==> src/rtl/serial_cmp_ctrl_if.sv <==
// Request/result bundle for the bit-serial L/G/E comparator sequencer.
// master = requesting block, slave = serial_cmp_ctrl.
interface serial_cmp_ctrl_if #(
  parameter int WIDTH = 8
);
  logic             start;
  logic [WIDTH-1:0] a;
  logic [WIDTH-1:0] b;
  logic             busy;
  logic             done;
  logic             l;
  logic             g;
  logic             e;

  modport master (
    output start, a, b,
    input  busy, done, l, g, e
  );

  modport slave (
    input  start, a, b,
    output busy, done, l, g, e
  );
endinterface

==> src/rtl/serial_cmp_ctrl.sv <==
// Bit-serial MSB-first unsigned L/G/E comparator sequencer (IDLE/RUN/FIN).
// Optional: define SERIAL_CMP_EARLY_EXIT_EN to finish on the first differing bit.
module serial_cmp_ctrl #(
  parameter int WIDTH = 8
) (
  input logic              clk,
  input logic              rst_n,
  serial_cmp_ctrl_if.slave bus
);
  localparam int IW = $clog2(WIDTH) + 1;

  typedef enum logic [1:0] {
    IDLE,
    RUN,
    FIN
  } state_t;

  state_t           state_q, state_d;
  logic [WIDTH-1:0] sa_q, sa_d;
  logic [WIDTH-1:0] sb_q, sb_d;
  logic [IW-1:0]    idx_q, idx_d;
  logic             dl_q, dl_d;
  logic             dg_q, dg_d;
  logic             l_q, l_d;
  logic             g_q, g_d;
  logic             e_q, e_d;
  logic             lt, gt, hit;
  logic             last;

  always_comb begin
    state_d = state_q;
    sa_d    = sa_q;
    sb_d    = sb_q;
    idx_d   = idx_q;
    dl_d    = dl_q;
    dg_d    = dg_q;
    l_d     = l_q;
    g_d     = g_q;
    e_d     = e_q;
    lt      = ~sa_q[WIDTH-1] & sb_q[WIDTH-1];
    gt      = sa_q[WIDTH-1] & ~sb_q[WIDTH-1];
    // only the first differing bit may set the sticky flags
    hit     = ~(dl_q | dg_q) & (lt | gt);
    last    = (idx_q == '0);
    unique case (state_q)
      IDLE: begin
        if (bus.start) begin
          sa_d    = bus.a;
          sb_d    = bus.b;
          idx_d   = IW'(WIDTH - 1);
          dl_d    = 1'b0;
          dg_d    = 1'b0;
          state_d = RUN;
        end
      end
      RUN: begin
        if (hit) begin
          dl_d = lt;
          dg_d = gt;
        end
        sa_d = sa_q << 1;
        sb_d = sb_q << 1;
        if (!last)
          idx_d = idx_q - IW'(1);
`ifdef SERIAL_CMP_EARLY_EXIT_EN
        if (last || hit) begin
`else
        if (last) begin
`endif
          state_d = FIN;
          l_d     = dl_d;
          g_d     = dg_d;
          e_d     = ~(dl_d | dg_d);
        end
      end
      FIN: state_d = IDLE;
      default: state_d = IDLE;
    endcase
  end

  always_ff @(posedge clk) begin
    if (!rst_n) begin
      state_q <= IDLE;
      sa_q    <= '0;
      sb_q    <= '0;
      idx_q   <= '0;
      dl_q    <= 1'b0;
      dg_q    <= 1'b0;
      l_q     <= 1'b0;
      g_q     <= 1'b0;
      e_q     <= 1'b0;
    end else begin
      state_q <= state_d;
      sa_q    <= sa_d;
      sb_q    <= sb_d;
      idx_q   <= idx_d;
      dl_q    <= dl_d;
      dg_q    <= dg_d;
      l_q     <= l_d;
      g_q     <= g_d;
      e_q     <= e_d;
    end
  end

  assign bus.busy = (state_q == RUN);
  assign bus.done = (state_q == FIN);
  assign bus.l    = l_q;
  assign bus.g    = g_q;
  assign bus.e    = e_q;
endmodule

==> src/flat_wrapper.sv <==
// flat-port wrapper written by rule: the top's interface ports become plain ports
module serial_cmp_ctrl_flat 
#(
  parameter int WIDTH = 8
)
  (clk, rst_n, bus_start, bus_a, bus_b, bus_busy, bus_done, bus_l, bus_g, bus_e);
  serial_cmp_ctrl_if #(.WIDTH(WIDTH)) bus_i ();
  input logic clk;
  input logic rst_n;
  input wire logic [$bits(bus_i.start)-1:0] bus_start;
  input wire logic [$bits(bus_i.a)-1:0] bus_a;
  input wire logic [$bits(bus_i.b)-1:0] bus_b;
  output wire logic [$bits(bus_i.busy)-1:0] bus_busy;
  output wire logic [$bits(bus_i.done)-1:0] bus_done;
  output wire logic [$bits(bus_i.l)-1:0] bus_l;
  output wire logic [$bits(bus_i.g)-1:0] bus_g;
  output wire logic [$bits(bus_i.e)-1:0] bus_e;
  assign bus_i.start = bus_start;
  assign bus_i.a = bus_a;
  assign bus_i.b = bus_b;
  assign bus_busy = bus_i.busy;
  assign bus_done = bus_i.done;
  assign bus_l = bus_i.l;
  assign bus_g = bus_i.g;
  assign bus_e = bus_i.e;
  serial_cmp_ctrl #(.WIDTH(WIDTH)) u_core (.clk(clk), .rst_n(rst_n), .bus(bus_i));
endmodule
==> config.mk <==
export PLATFORM = sky130hd
export DESIGN_NAME = serial_cmp_ctrl_flat
export DESIGN_NICKNAME = d
export VERILOG_FILES = /design/src/rtl/serial_cmp_ctrl_if.sv /design/src/rtl/serial_cmp_ctrl.sv /design/src/flat_wrapper.sv
export SDC_FILE = /design/constraint.sdc
export NUM_CORES = 1
export LEC_CHECK = 0
export ABC_AREA = 1
export CAP_MARGIN = 20
export CORE_ASPECT_RATIO = 1.4
export CORE_UTILIZATION = 48
export CTS_BUF_LIST = sky130_fd_sc_hd__clkbuf_4 sky130_fd_sc_hd__clkbuf_8
export DETAILED_ROUTE_END_ITERATION = 6
export HOLD_SLACK_MARGIN = 0.15
export PLACE_DENSITY_LB_ADDON = 0.05
export SYNTH_ARGS = -nofsm -noshare
export SYNTH_HDL_FRONTEND = slang
export SYNTH_SLANG_ARGS = --single-unit
==> constraint.sdc <==
create_clock -name clk -period 1.1 [get_ports clk]
set_input_delay 0.22 -clock clk [delete_from_list [all_inputs] [get_ports clk]]
set_output_delay 0.22 -clock clk [all_outputs]
set_load 0.01 [all_outputs]
==> results_dict.tcl, run 1 <==
set metrics [dict create \
    cts-root-buf "clkbuf_4" \
    fillCellCount 152 \
    portBuffers 23 \
    nets 243 \
    synth-main-ff-cell "dfxtp_1" \
    clk_latency_ns 0.33 \
    dp_slack_ns -0.315 \
    status "complete, but fails checks" \
    syn_nets 194 \
    clockBufferDepth 2 \
    track_usage 0.246 \
    core_area_um2 2440 \
    wirelength_um 3710 \
    yosys-top-cells-count "31 x nand2_1, 27 x dfxtp_1, 21 x inv_1" \
    arrival_ns 1.47 \
    grt_pass1_vias 1248 \
    die_area_um2 2830 \
    yosys.area.top_type "dfxtp_1" \
    vias 1357 \
    ios 24 \
    placed_area_um2 1660 \
    syn_area_um2 1260 \
    rsz0062_at_grt "true" \
    drtPass1Iterations 5 \
    start_util 0.514 \
    via_per_inst 5.34 \
    synth_seq_cells 27 \
    cpLargestDelayFamily "flip-flops" \
    synth.most_common_cell "nand2_1" \
    cp.required_ns 1.34 \
    n_antenna_cell 0 \
    cp_cell_sequence "inv_2 -> nor2_4 -> buf_4 -> buf_6 -> nand2_1 -> o211ai_1 -> a21oi_2" \
    worstMarginPinSlew_ns 0.326 \
    yosysTopAreaCellShare 0.430 \
    r2r_start "u_core.state_q[0]$_SDFFE_PN0P_" \
    path_buf_inv 3 \
    p_per_area_nw_per_um2 1300 \
    grt_pass1_wl_um 5210 \
    failed_checks "negative setup slack" \
    cpMaxStageDelayCell "dfxtp_2" \
    drc 0 \
    slew_headroom 0.782 \
    clkTransAtPathRegs_ns 0.15 \
    synth_edf_count 0 \
    cts.sinks 27 \
    first_iter_violations 64 \
    ys_top_cells_by_area "dfxtp_1 43%, nand2_1 9.3%, a21oi_1 7.2%" \
    crit_fanout 8 \
    hold_viol_final 0 \
    fin_skew_ns 0.00592 \
    p_total_w 0.00259 \
    synthCells 172 \
    postCtsHoldBufs 0 \
    setup_viol 24 \
    grt_overflow 0 \
    syn_avg_cell_area_um2 7.30 \
    yosysWarnings 0 \
    antenna_found_initial 0 \
    place.gp.congestion 0.789 \
    drv_cap 0 \
    htreeDepth 1 \
    critical_path.max_stage_delay_ns 0.39 \
    critical_path_class "reg2reg" \
    layout-drive-gt1-share 0.414 \
    whs_ns 0.472 \
    ant_nets 0 \
    final_util 0.819 \
    fp.dieH_um 62.5 \
    cp-end-kind "flip-flop" \
    tritoncts "done" \
    async_reset_ff_frac 0 \
    fp.dieW_um 45.2 \
    post-route-period-util 1.12 \
    p_leak_nw 0.822 \
    setup_ws_ns -0.133 \
    slew_violations 0 \
    crit_start "u_core.state_q[0]$_SDFFE_PN0P_" \
    max_freq_mhz 811 \
    row_count 21 \
    grt_start_max_net_pins 15 \
    area_growth_pct 59.3 \
    ys_seq_area_frac 0.430 \
    hp-start "u_core.bus.e$_SDFFE_PN0P_" \
    peakVddDrop_v 0.000864 \
    cts_buffers 3 \
    hold_class "reg2reg" \
    dpl.hpwl_um 2060 \
    wl_per_cell_um 14.6 \
    period_needed_ns 1.23 \
    crit_path_start_kind "flip-flop" \
    synthDistinctLibCells 23 \
    final_cell_area_um2 2000 \
]
[where the power goes]
group          internal [W]  switching, W  total [W]
clock network      0.000167      0.000307   0.000474
logic              0.000456      0.000497   0.000954
registers           0.00109     0.0000761    0.00117
[area by class of cell]
| type | instances | area [um^2] | share of cell area |
|---|---|---|---|
| sequential | 27 | 553 | 0.276 |
| clock buffer | 4 | 30.0 | 0.0150 |
| multi-input combinational | 116 | 818 | 0.409 |
| inverter | 25 | 111 | 0.0557 |
| timing repair buffer | 48 | 445 | 0.223 |
| tap | 34 | 42.5 | 0.0213 |
[through the flow]
| step | TNS, ns | std cells |
|---|---|---|
| after floorplan | 0 | 172 |
| after global placement | -5.67 | 243 |
| after detailed placement | -6.16 | 243 |
| after CTS | -0.732 | 248 |
| after global routing | -2.94 | 254 |
| final | -1.46 | 254 |
[logic make-up (layout without fill, tap and decap cells)]
group | after synthesis | in the layout | share of synthesized area
DFF | 27 | 27 | 0.430
and+or+nand+nor | 67 | 70 | 0.247
buffers and inverters | 32 | 77 | 0.110
AOI/OAI and AO/OA | 43 | 43 | 0.183
adders and majority gates | 3 | 3 | 0.0299
[registers in the layout (all words and copies together), names as in the netlist]
register and flops:
u_core.dg_q 1, u_core.dl_q 1, u_core.bus.e 1, u_core.state_q 2, u_core.bus.g 1, u_core.sa_q 8, u_core.bus.l 1, u_core.idx_q 4
u_core.sb_q 8
[layout by cell type (no fill, tap or decap), types with 2 or more instances in the layout]
master / count
dfxtp_1: 19
a21oi_2: 6
nor3_1: 2
nand3_4: 2
inv_2: 4
o21ai_2: 8
buf_2: 4
a21oi_1: 12
buf_4: 16
inv_1: 17
nor2_1: 9
ha_4: 2
nor2_4: 2
buf_6: 8
nor2_2: 4
clkbuf_4: 4
nand2_2: 4
nand2_4: 3
nand2_8: 3
nor3_2: 4
o211ai_1: 6
o21ai_1: 8
o21ai_0: 2
or2_1: 4
dfxtp_2: 7
inv_4: 2
nand2_1: 27
clkdlybuf4s50_1: 18
nand3_1: 3
[per-layer routing]
layer  track usage  up-vias  wire, um
li1              -      652         -
met1         0.289      615      1400
met2         0.433       72      1970
met3        0.0173       18       173
met4         0.110        0       167
met5             0        -         0
[timing repair]
| action | 4_1_cts | 5_1_grt |
|---|---|---|
| endpoints found under the setup margin | 31 | 28 |
| gates cloned | 1 | 3 |
| resized for setup | 53 | 53 |
| buffers inserted | 0 | 3 |
| pin swaps | 4 | 14 |
[tightest hold or removal path, cell delays in order (launching register included)]
cell     delay [ns]
dfxtp_2        0.34
nand2_1        0.06
a21oi_1        0.05
[final timing paths]
kind                                       to  slack (ns)  cells past startpoint
setup / recovery  u_core.sb_q[1]$_SDFFE_PN0P_       -0.13                      7
hold / removal      u_core.bus.e$_SDFFE_PN0P_        0.47                      2
setup reg to reg  u_core.sb_q[1]$_SDFFE_PN0P_       -0.13                      7
hold reg to reg     u_core.bus.e$_SDFFE_PN0P_        0.47                      2
No activity file was read; power rests on OpenSTA's default activity.
==> inputs of run 2 (changes only) <==
CORE_UTILIZATION = 50   (was 48)
clock period = 1.31 ns   (was 1.1 ns; I/O delays follow)
==> results_dict.tcl, run 2 (same netlist as run 1, synthesis figures left out) <==
set metrics [dict create \
    drtPass1Iterations 4 \
    crit_fanout 3 \
    wirelength_um 2600 \
    crit_path_start_kind "flip-flop" \
    row_count 21 \
    nets 227 \
    grt_pass1_wl_um 4380 \
    first_iter_violations 26 \
    post-route-period-util 0.949 \
    slew_headroom 0.837 \
    cp.required_ns 1.05 \
    arrival_ns 0.98 \
    n_antenna_cell 0 \
    cp-end-kind "output pin" \
    cpLargestDelayFamily "flip-flops" \
    top_regs "u_core.sa_q: 8 flops, u_core.sb_q: 8 flops, u_core.idx_q: 4 flops" \
    mostFrequentLayoutCells "30 x nand2_1, 24 x dfxtp_1, 21 x inv_1" \
    dpl.hpwl_um 1960 \
    final_common_cell "nand2_1" \
    via_per_inst 4.94 \
    setup_viol 0 \
    fin_skew_ns 0.0144 \
    postCtsSetupBuffers 0 \
    cts_buffers 3 \
    ios 24 \
    switchingPower_w 0.000583 \
    slew_violations 0 \
    clkTransAtPathRegs_ns 0.15 \
    r2r_slack_ns 0.12 \
    track_usage 0.220 \
    antenna_found_initial 0 \
    p_clk_frac 0.202 \
    hold_viol_final 0 \
    area_growth_pct 30.6 \
    ant_nets 0 \
    cts-root-buf "clkbuf_4" \
    p_per_area_nw_per_um2 1130 \
    drv_cap 0 \
    postCtsHoldBufs 0 \
    share_seq_of_total_power 0.517 \
    switching_share 0.314 \
    wl_per_cell_um 10.9 \
    path_buf_inv 2 \
    grt_overflow 0 \
    p_int_w 0.00128 \
    status "finished clean" \
    cpMaxStageDelayCell "dfxtp_2" \
    fillCellCount 222 \
    start_util 0.525 \
    p_leak_nw 0.705 \
    grt_start_max_net_pins 18 \
    clk_latency_ns 0.35 \
    critical_path.max_stage_delay_ns 0.38 \
    place.gp.congestion 0.811 \
    peakVddDrop_v 0.000780 \
    cp_cell_sequence "inv_2 -> nor2_1 -> buf_2" \
    worstMarginPinSlew_ns 0.244 \
    vias 1175 \
    fp.dieW_um 44.4 \
    fp.dieH_um 61.3 \
    critical_path_class "reg2out" \
    die_area_um2 2720 \
    max_freq_mhz 805 \
    period_needed_ns 1.24 \
    hold_class "reg2reg" \
    clockBufferDepth 2 \
    drc 0 \
    portBuffers 23 \
    layout-drive-gt1-share 0.162 \
    grt_pass1_vias 1104 \
    final_util 0.686 \
    core_area_um2 2390 \
    rsz0062_at_grt "false" \
    htreeDepth 1 \
    whs_ns 0.468 \
    tritoncts "done" \
    p_comb_frac 0.281 \
    setup_tns_ns 0 \
    cts.sinks 27 \
]
==> run 2: timing repair <==
item | 4_1_cts | 5_1_grt
resized for setup | 14 | 8
endpoints found under the hold margin | 0 | 0
setup endpoints to repair | 6 | 12
gates cloned | 0 | 0
==> run 2: per-stage QoR <==
step / std cells / cell area, um^2 / total power (W) / worst slack [ns]
after floorplan: 172 / 1260 / 0.00128 / 0.122
after global placement: 234 / 1590 / 0.00146 / -0.0830
after detailed placement: 234 / 1590 / 0.00148 / -0.118
after CTS: 238 / 1610 / 0.00185 / 0.00603
after global routing: 238 / 1640 / 0.00198 / 0.00139
final: 238 / 1640 / 0.00186 / 0.0671
==> run 2: final cells by class <==
| cell class | instances | area [um^2] | area share |
|---|---|---|---|
| timing repair buffer | 35 | 319 | 0.195 |
| tap | 34 | 42.5 | 0.0259 |
| multi-input combinational | 113 | 608 | 0.371 |
| sequential | 27 | 544 | 0.332 |
| clock inverter | 1 | 7.51 | 0.00458 |
| inverter | 25 | 96.3 | 0.0587 |
| clock buffer | 3 | 22.5 | 0.0137 |
==> run 2: worst reg2reg max path: stages, from the launching register on <==
cell	delay, ns
dfxtp_2	0.38
inv_2	0.05
buf_4	0.14
nand2_4	0.12
nand2_4	0.12
inv_4	0.14
nand2_1	0.06
a21oi_1	0.14
==> run 2: routing by layer <==
layer  up-vias  global-route usage  wire length [um]  part of all wire
met2        21               0.359              1250              0.48
met5         -                   0                 0                 0
li1        620                   -                 -                 -
met4         0               0.143                62             0.024
met1       529               0.265              1210              0.47
met3         5              0.0381                74             0.028
==> run 2: power by group through the flow <==
stage                     logic, W  clock network (W)  registers [W]
after floorplan           0.000314                  0       0.000969
after global placement    0.000488                  0       0.000975
after detailed placement  0.000501                  0       0.000977
after CTS                 0.000495           0.000391       0.000960
after global routing      0.000592           0.000419       0.000970
final                     0.000522           0.000376       0.000961
==> run 2: worst paths after layout <==
path / startpoint / to / cells after the start
setup / recovery: u_core.state_q[1]$_SDFFE_PN0P_ / bus_done / 3
hold reg to reg: u_core.bus.g$_SDFFE_PN0P_ / u_core.bus.g$_SDFFE_PN0P_ / 2
setup reg to reg: u_core.state_q[1]$_SDFFE_PN0P_ / u_core.idx_q[3]$_SDFFE_PN0P_ / 7
hold / removal: u_core.bus.g$_SDFFE_PN0P_ / u_core.bus.g$_SDFFE_PN0P_ / 2
